`src/rtl/riscv_pkg.sv`:
```
// riscv_pkg: shared state, opcode and datapath select encodings for the multicycle control unit
package riscv_pkg;
  typedef enum logic [3:0] {
    S_FETCH, S_DECODE, S_MEMADR, S_MEMREAD, S_MEMWB, S_MEMWRITE,
    S_EXECR, S_EXECI, S_ALUWB, S_BEQ, S_JAL, S_TRAP
  } state_t;
  localparam logic [6:0] OP_LOAD   = 7'b0000011;
  localparam logic [6:0] OP_STORE  = 7'b0100011;
  localparam logic [6:0] OP_RTYPE  = 7'b0110011;
  localparam logic [6:0] OP_ITYPE  = 7'b0010011;
  localparam logic [6:0] OP_BRANCH = 7'b1100011;
  localparam logic [6:0] OP_JAL    = 7'b1101111;
  localparam logic [1:0] IMM_I = 2'b00;
  localparam logic [1:0] IMM_S = 2'b01;
  localparam logic [1:0] IMM_B = 2'b10;
  localparam logic [1:0] IMM_J = 2'b11;
  localparam logic [2:0] ALU_ADD = 3'b000;
  localparam logic [2:0] ALU_SUB = 3'b001;
  localparam logic [2:0] ALU_AND = 3'b010;
  localparam logic [2:0] ALU_OR  = 3'b011;
  localparam logic [2:0] ALU_SLT = 3'b101;
  localparam logic [1:0] ALUOP_ADD   = 2'b00;
  localparam logic [1:0] ALUOP_SUB   = 2'b01;
  localparam logic [1:0] ALUOP_FUNCT = 2'b10;
  localparam logic [1:0] SRCA_PC    = 2'b00;
  localparam logic [1:0] SRCA_OLDPC = 2'b01;
  localparam logic [1:0] SRCA_RS1   = 2'b10;
  localparam logic [1:0] SRCB_RS2  = 2'b00;
  localparam logic [1:0] SRCB_IMM  = 2'b01;
  localparam logic [1:0] SRCB_FOUR = 2'b10;
  localparam logic [1:0] RES_ALUOUT = 2'b00;
  localparam logic [1:0] RES_RDATA  = 2'b01;
  localparam logic [1:0] RES_ALU    = 2'b10;
  function automatic logic [1:0] imm_sel(input logic [6:0] op);
    return op == OP_STORE ? IMM_S : op == OP_BRANCH ? IMM_B : op == OP_JAL ? IMM_J : IMM_I;
  endfunction
endpackage

```
`src/rtl/alu_decoder.sv`:
```
// alu_decoder: maps alu_op and instruction funct fields to an ALU operation
module alu_decoder
  import riscv_pkg::*;
(
  input  logic [1:0] alu_op,
  input  logic [2:0] funct3,
  input  logic       funct7b5,
  input  logic       op5,
  output logic [2:0] alu_control,
  output logic       funct_legal
);
  logic [2:0] funct_op;
  // funct3 selects the operation; funct7b5 means sub only for R-type (op5 set)
  always_comb begin
    funct_legal = funct3 == 3'b000 || funct3 == 3'b010 || funct3 == 3'b110 || funct3 == 3'b111;
    funct_op    = funct3 == 3'b000 ? ((op5 & funct7b5) ? ALU_SUB : ALU_ADD) :
                  funct3 == 3'b010 ? ALU_SLT : funct3 == 3'b110 ? ALU_OR : ALU_AND;
    alu_control = alu_op == ALUOP_SUB ? ALU_SUB : alu_op == ALUOP_FUNCT ? funct_op : ALU_ADD;
  end
endmodule

```
`src/rtl/control_unit.sv`:
```
// control_unit: multicycle RV32I-subset Moore FSM driving datapath enables and mux selects
module control_unit
  import riscv_pkg::*;
(
  input  logic        clk,
  input  logic        resetn,
  input  logic [31:0] instr,
  input  logic        zero,
  input  logic        mem_ready,
  output logic        mem_req,
  output logic        mem_write,
  output logic        ir_write,
  output logic        pc_write,
  output logic        adr_src,
  output logic [1:0]  alu_src_a,
  output logic [1:0]  alu_src_b,
  output logic [1:0]  result_src,
  output logic [2:0]  alu_control,
  output logic [1:0]  imm_src,
  output logic        reg_write,
  output logic        illegal
);
  state_t     state_q, state_d;
  logic       illegal_q, illegal_d;
  logic [6:0] op;
  logic [1:0] alu_op;
  logic       funct_legal, pc_update, branch, req_c, irw_c, rw_c;

  assign op = instr[6:0];

  alu_decoder u_alu_decoder (
    .alu_op      (alu_op),
    .funct3      (instr[14:12]),
    .funct7b5    (instr[30]),
    .op5         (instr[5]),
    .alu_control (alu_control),
    .funct_legal (funct_legal)
  );

  // next state and per-state datapath controls
  always_comb begin
    state_d    = state_q;
    req_c      = 1'b0;
    mem_write  = 1'b0;
    irw_c      = 1'b0;
    pc_update  = 1'b0;
    branch     = 1'b0;
    adr_src    = 1'b0;
    alu_src_a  = SRCA_PC;
    alu_src_b  = SRCB_RS2;
    result_src = RES_ALUOUT;
    alu_op     = ALUOP_ADD;
    rw_c       = 1'b0;
    case (state_q)
      S_FETCH: begin
        req_c      = 1'b1;
        alu_src_b  = SRCB_FOUR;
        result_src = RES_ALU;
        irw_c      = mem_ready;
        pc_update  = mem_ready;
        state_d    = mem_ready ? S_DECODE : S_FETCH;
      end
      S_DECODE: begin
        alu_src_a = SRCA_OLDPC;
        alu_src_b = SRCB_IMM;
        state_d   = (op == OP_LOAD || op == OP_STORE) ? S_MEMADR :
                    op == OP_RTYPE  ? (funct_legal ? S_EXECR : S_TRAP) :
                    op == OP_ITYPE  ? (funct_legal ? S_EXECI : S_TRAP) :
                    op == OP_BRANCH ? S_BEQ : op == OP_JAL ? S_JAL : S_TRAP;
      end
      S_MEMADR: begin
        alu_src_a = SRCA_RS1;
        alu_src_b = SRCB_IMM;
        state_d   = instr[5] ? S_MEMWRITE : S_MEMREAD;
      end
      S_MEMREAD: begin
        req_c   = 1'b1;
        adr_src = 1'b1;
        state_d = mem_ready ? S_MEMWB : S_MEMREAD;
      end
      S_MEMWB: begin
        result_src = RES_RDATA;
        rw_c       = 1'b1;
        state_d    = S_FETCH;
      end
      S_MEMWRITE: begin
        req_c     = 1'b1;
        mem_write = 1'b1;
        adr_src   = 1'b1;
        state_d   = mem_ready ? S_FETCH : S_MEMWRITE;
      end
      S_EXECR: begin
        alu_src_a = SRCA_RS1;
        alu_op    = ALUOP_FUNCT;
        state_d   = S_ALUWB;
      end
      S_EXECI: begin
        alu_src_a = SRCA_RS1;
        alu_src_b = SRCB_IMM;
        alu_op    = ALUOP_FUNCT;
        state_d   = S_ALUWB;
      end
      S_ALUWB: begin
        rw_c    = 1'b1;
        state_d = S_FETCH;
      end
      S_BEQ: begin
        alu_src_a = SRCA_RS1;
        alu_op    = ALUOP_SUB;
        branch    = 1'b1;
        state_d   = S_FETCH;
      end
      S_JAL: begin
        alu_src_a = SRCA_OLDPC;
        alu_src_b = SRCB_FOUR;
        pc_update = 1'b1;
        state_d   = S_ALUWB;
      end
      S_TRAP:  state_d = S_TRAP;
      default: state_d = S_FETCH;
    endcase
    illegal_d = illegal_q | (state_d == S_TRAP);
  end

  // state and sticky trap flag; reset aborts any instruction in flight
  always_ff @(posedge clk or negedge resetn) begin
    if (!resetn) begin
      state_q   <= S_FETCH;
      illegal_q <= 1'b0;
    end else begin
      state_q   <= state_d;
      illegal_q <= illegal_d;
    end
  end

  assign mem_req   = req_c & resetn;
  assign ir_write  = irw_c & resetn;
  assign pc_write  = (pc_update | (branch & zero)) & resetn;
  assign reg_write = rw_c & resetn;
  assign imm_src   = imm_sel(op);
  assign illegal   = illegal_q;
endmodule

```
`config.mk`:
```
export PLATFORM = sky130hd
export DESIGN_NAME = control_unit
export DESIGN_NICKNAME = d
export VERILOG_FILES = /design/src/rtl/riscv_pkg.sv /design/src/rtl/alu_decoder.sv /design/src/rtl/control_unit.sv
export SDC_FILE = /design/constraint.sdc
export NUM_CORES = 1
export LEC_CHECK = 0
export ABC_CLOCK_PERIOD_IN_PS = 1500
export BUFFER_PORTS_ARGS = -buffer_cell sky130_fd_sc_hd__buf_2
export CAP_MARGIN = 5
export CORE_MARGIN = 3
export CORE_UTILIZATION = 33
export CTS_CLUSTER_DIAMETER = 30
export DETAILED_ROUTE_END_ITERATION = 8
export PLACE_DENSITY = 0.72
export SYNTH_ARGS = -nofsm -noshare
export SYNTH_HDL_FRONTEND = slang
export SYNTH_SLANG_ARGS = --single-unit
```
`constraint.sdc`:
```
create_clock -name clk -period 1.5 [get_ports clk]
set_input_delay 0 -clock clk [delete_from_list [all_inputs] [get_ports clk]]
set_output_delay 0 -clock clk [all_outputs]
set_load 0.1 [all_outputs]
```
==> run_results.csv, run 1 <==
group,metric,value,unit
synthesis,synth.avg_cell_area,7.11,um2
clock_network,cts.path.max_buffers,2,
sta,worst-ep-kind,"register input",
sta,grt-worst-endpoint,"illegal$_DFF_PN0_/D",
outcome,error,"[ERROR DPL-0033] detailed placement checks failed during check placement.",
place,dpl.hpwl,1900,um
place,finalWeightedCongestion,0.905,
outcome,status,"aborted with a tool error",
global_route,grt_antenna_before_repair,0,
clock_network,cts_root_buf,"clkbuf_4",
place,port_buffers,32,
synthesis,yosysWarnings,0,
die,io_pins,54,
synthesis,netlist_area,626,um2
die,start_util,35.5,%
synthesis,ys_types,33,
outcome,haltStage,"5_1_grt",
clock_network,cts_buffers,3,
die,fp.dieW,49.5,um
synthesis,synthesis.nets,124,
synthesis,synthTopCellsByArea,"dfrtp_1 20%, nor2_1 7.2%, nor2b_1 7.0%, nand2_1 5.4%, nand2b_1 5.0%",
synthesis,synth_top_area_share,20.0,%
global_route,grt_max_degree,11,
die,row_count,15,
synthesis,synth.largest_area_cell,"dfrtp_1",
die,die_height,49.5,um
clock_network,cts_max_level,1,
synthesis,ys_ff_latch,5,
synthesis,ys.flop_type,"dfrtp_1",
synthesis,synthArstFlopShare,100,%
clock_network,cts.sinks,5,
synthesis,synth-edff-count,0,
synthesis,synth_seq_area_share,20.0,%
synthesis,synthCells,88,
==> stage by stage <==
stage	utilization (%)	area [um2]	setup TNS (ns)	instances	setup WS (ns)
floorplan	-	762	-5.74	88	-1.24
global placement	72.8	1280	-0.00371	157	-0.00371
detailed placement	72.8	1280	-0.127	157	-0.127
CTS	88.8	1570	-0.492	180	-0.120
==> timing repair <==
item | 4_1_cts
gates resized for setup | 27
hold buffers | 1
gates cloned | 0
pin swaps | 8
endpoints found under the hold margin | 5
endpoints found under the setup margin | 13
setup buffers | 18
==> cell usage after synthesis, types with 2 or more instances <==
cell      number
nor2b_1        7
a211oi_1       2
nand2b_1       5
nor4_1         2
and3_1         2
nor3_1         5
nand2_1        9
inv_1          4
o21ai_0        5
dfrtp_1        5
nand3b_1       2
clkbuf_1       4
nor2_1        12
a21oi_1        5
==> cell families after synthesis <==
family	after synthesis	share of synthesized area, %
XOR/XNOR	2	2.80
buffers and inverters	8	4.80
AND/OR/NAND/NOR	49	43.4
flip-flops	5	20.0
AO/OA/AOI/OAI	24	29.0
==> run 2, diff against run 1 <==
ABC_CLOCK_PERIOD_IN_PS = 1950   (was 1500)
CORE_AREA = 3 3 64 66   (was default)
CORE_MARGIN = default   (was 3)
CORE_UTILIZATION = default   (was 33)
CTS_CLUSTER_DIAMETER = default   (was 30)
DIE_AREA = 0 0 67 69   (was default)
PLACE_DENSITY = default   (was 0.72)
PLACE_DENSITY_LB_ADDON = 0.15   (was default)
clock period = 1.95 ns   (was 1.5 ns; I/O delays follow)
==> run 2 against run 1 <==
The run now ends clean. Synthesized cell count stayed put. Synthesized area unchanged.
==> run_results.csv, run 2 <==
group,metric,value,unit
outcome,status,"completed",
clock_network,path_clk_slew,0.04,ns
clock_network,cts.path.max_buffers,2,
routing,vias,784,
routing,wl_per_cell,11.7,um
routing,drt-initial-drc-count,33,
synthesis,yosys-top-cells-count,"12 x nor2_1, 9 x nand2_1, 7 x nor2b_1",
global_route,grt_first_pass_wirelength,3510,um
global_route,grt_pass1_vias,775,
routing,dr.pass1.iters,3,
die,row_count,22,
layout,area_growth,73.4,%
global_route,grt_use_total,9.45,%
die,fp.dieW,67,um
sta,maxClockFrequency,553,MHz
clock_network,cts_root_buf,"clkbuf_8",
routing,ant_nets,0,
sta,period_needed,1.81,ns
synthesis,synth.most_common_cell,"nor2_1",
sta,skew,0.00437,ns
layout,n_antenna_cell,0,
synthesis,synthCells,88,
setup_path,reg2reg_slack,0.24,ns
synthesis,ys_ff_latch,5,
setup_path,crit_path_end_kind,"primary output",
place,port_buffers,32,
setup_path,reg2reg_to,"illegal",
global_route,grt_antenna_before_repair,0,
sta,relSlewSlack,67.6,%
clock_network,worstSkewPairLatency,0.22,ns
layout,final_common_cell,"buf_2",
sta,worst_slack,0.143,ns
die,coreArea,3630,um2
clock_network,cts_buffers,3,
setup_path,worstPathMaxFanout,10,
routing,finalWirelength,2040,um
setup_path,critical_path_required,1.95,ns
layout,largest_reg_flops,4,
global_route,grt_remaining_overflow,0,
layout,post-route-util,29.9,%
place,dpl.hpwl,1690,um
routing,drt-vias-per-instance,4.51,
setup_path,r2r.worst_path.cells,5,
sta,slew_viol_final,0,
layout,layout_common_cells,"26 x buf_2, 9 x nand2_1, 7 x nor2b_1, 7 x nor2_1",
synthesis,synth_seq_area_share,20.0,%
routing,drc,0,
die,die_height,69,um
clock_network,post_cts_buffers,0,
synthesis,ys.flop_type,"dfrtp_1",
die,io_pins,54,
global_route,grt_max_degree,16,
synthesis,netlist_area,626,um2
clock_network,cts_max_level,1,
setup_path,cp-start-kind,"flip-flop",
synthesis,yosysWarnings,0,
sta,hold_violations,0,
die,die_area,4620,um2
clock_network,cts_tree,"built",
layout,layout.nets,163,
setup_path,reg2reg_from,"state_q[2]",
synthesis,synthArstFlopShare,100,%
place,finalWeightedCongestion,0.743,
flow_run,max-cap-violations,0,
layout,drive_gt1_share,46.8,%
synthesis,synth.avg_cell_area,7.11,um2
sta,timing.final.crit_share,92.7,%
synthesis,synthTopCellsByArea,"dfrtp_1 20%, nor2_1 7.2%, nor2b_1 7.0%, nand2_1 5.4%, nand2b_1 5.0%",
sta,setup_viol,0,
clock_network,cts.sinks,5,
worst_hold_path,hold_path_class,"in -> async",
synthesis,synth.largest_area_cell,"dfrtp_1",
sta,grt_setup_unrepaired,"no",
synthesis,synth_top_area_share,20.0,%
setup_path,worstPathArrival,1.81,ns
layout,largest_register,"state_q",
synthesis,ys_types,33,
die,start_util,17.2,%
place,preCtsSetupSlack,0.223,ns
sta,timing_worst_slew_pin_value,0.489,ns
synthesis,synth-edff-count,0,
setup_path,critPathKind,"reg -> out",
synthesis,synthesis.nets,124,
==> run 2: cell counts after synthesis <==
No cell type changed its count.
==> run 2: worst max-delay path: stages, from the launching register on <==
cell and delay (ns):
dfrtp_1 0.49, buf_4 0.23, nor4_4 0.31, o21a_2 0.15, buf_2 0.41
==> run 2: worst max-delay path by stage <==
| stage | start | end | slack (ns) | cells past startpoint |
|---|---|---|---|---|
| after floorplan | state_q[2] | pc_write | -0.79 | 4 |
| after global placement | state_q[2] | illegal | 0.17 | 5 |
| after detailed placement | state_q[2] | illegal | 0.22 | 5 |
| after CTS | state_q[2] | ir_write | 0.04 | 4 |
| after global routing | state_q[2] | ir_write | 0.06 | 4 |
| final | state_q[2] | mem_req | 0.14 | 4 |
==> run 2: layer usage <==
metal / share of wire [%] / wire length, um / global-route usage (%)
met1: 46 / 941 / 13.1
met2: 47 / 956 / 14.3
met3: 7.1 / 145 / 3.26
met4: 0 / 0 / 1.35
met5: 0 / 0 / 0
==> run 2: cell type report <==
class                      count  area, um2
multi-input combinational     75        567
inverter                       4       15.0
timing repair buffer          38        273
tap                           48       60.1
sequential                     5        125
clock buffer                   4       45.0
fill                         414       2550
==> run 2: per-stage QoR <==
step / instance area (um2) / std cells / hold WS [ns] / TNS (ns)
floorplan: 724 / 88 / -0.296 / -2.59
global placement: 1020 / 169 / -0.146 / 0
detailed placement: 1020 / 169 / -0.144 / 0
CTS: 1070 / 174 / 0.152 / 0
global route: 1080 / 174 / 0.177 / 0
finish: 1080 / 174 / 0.154 / 0
==> run 2: timing repair <==
item | CTS | global route
setup endpoints to repair | 0 | 2
resized for setup | 0 | 3
hold endpoints to repair | 5 | 0
hold buffers | 1 | 0
==> run 2: cell families (layout without fill, tap and decap cells) <==
logic type	after synthesis	in the layout	share of synthesized area, %
AOI/OAI and AO/OA	24	24	29.0
xor gates and xnor gates	2	2	2.80
DFF	5	5	20.0
and+or+nand+nor	49	49	43.4
buffers and inverters	8	46	4.80
Power of run 2 is not shown: default switching activity piles up to over one toggle a cycle in this logic, so the estimate is an artifact.
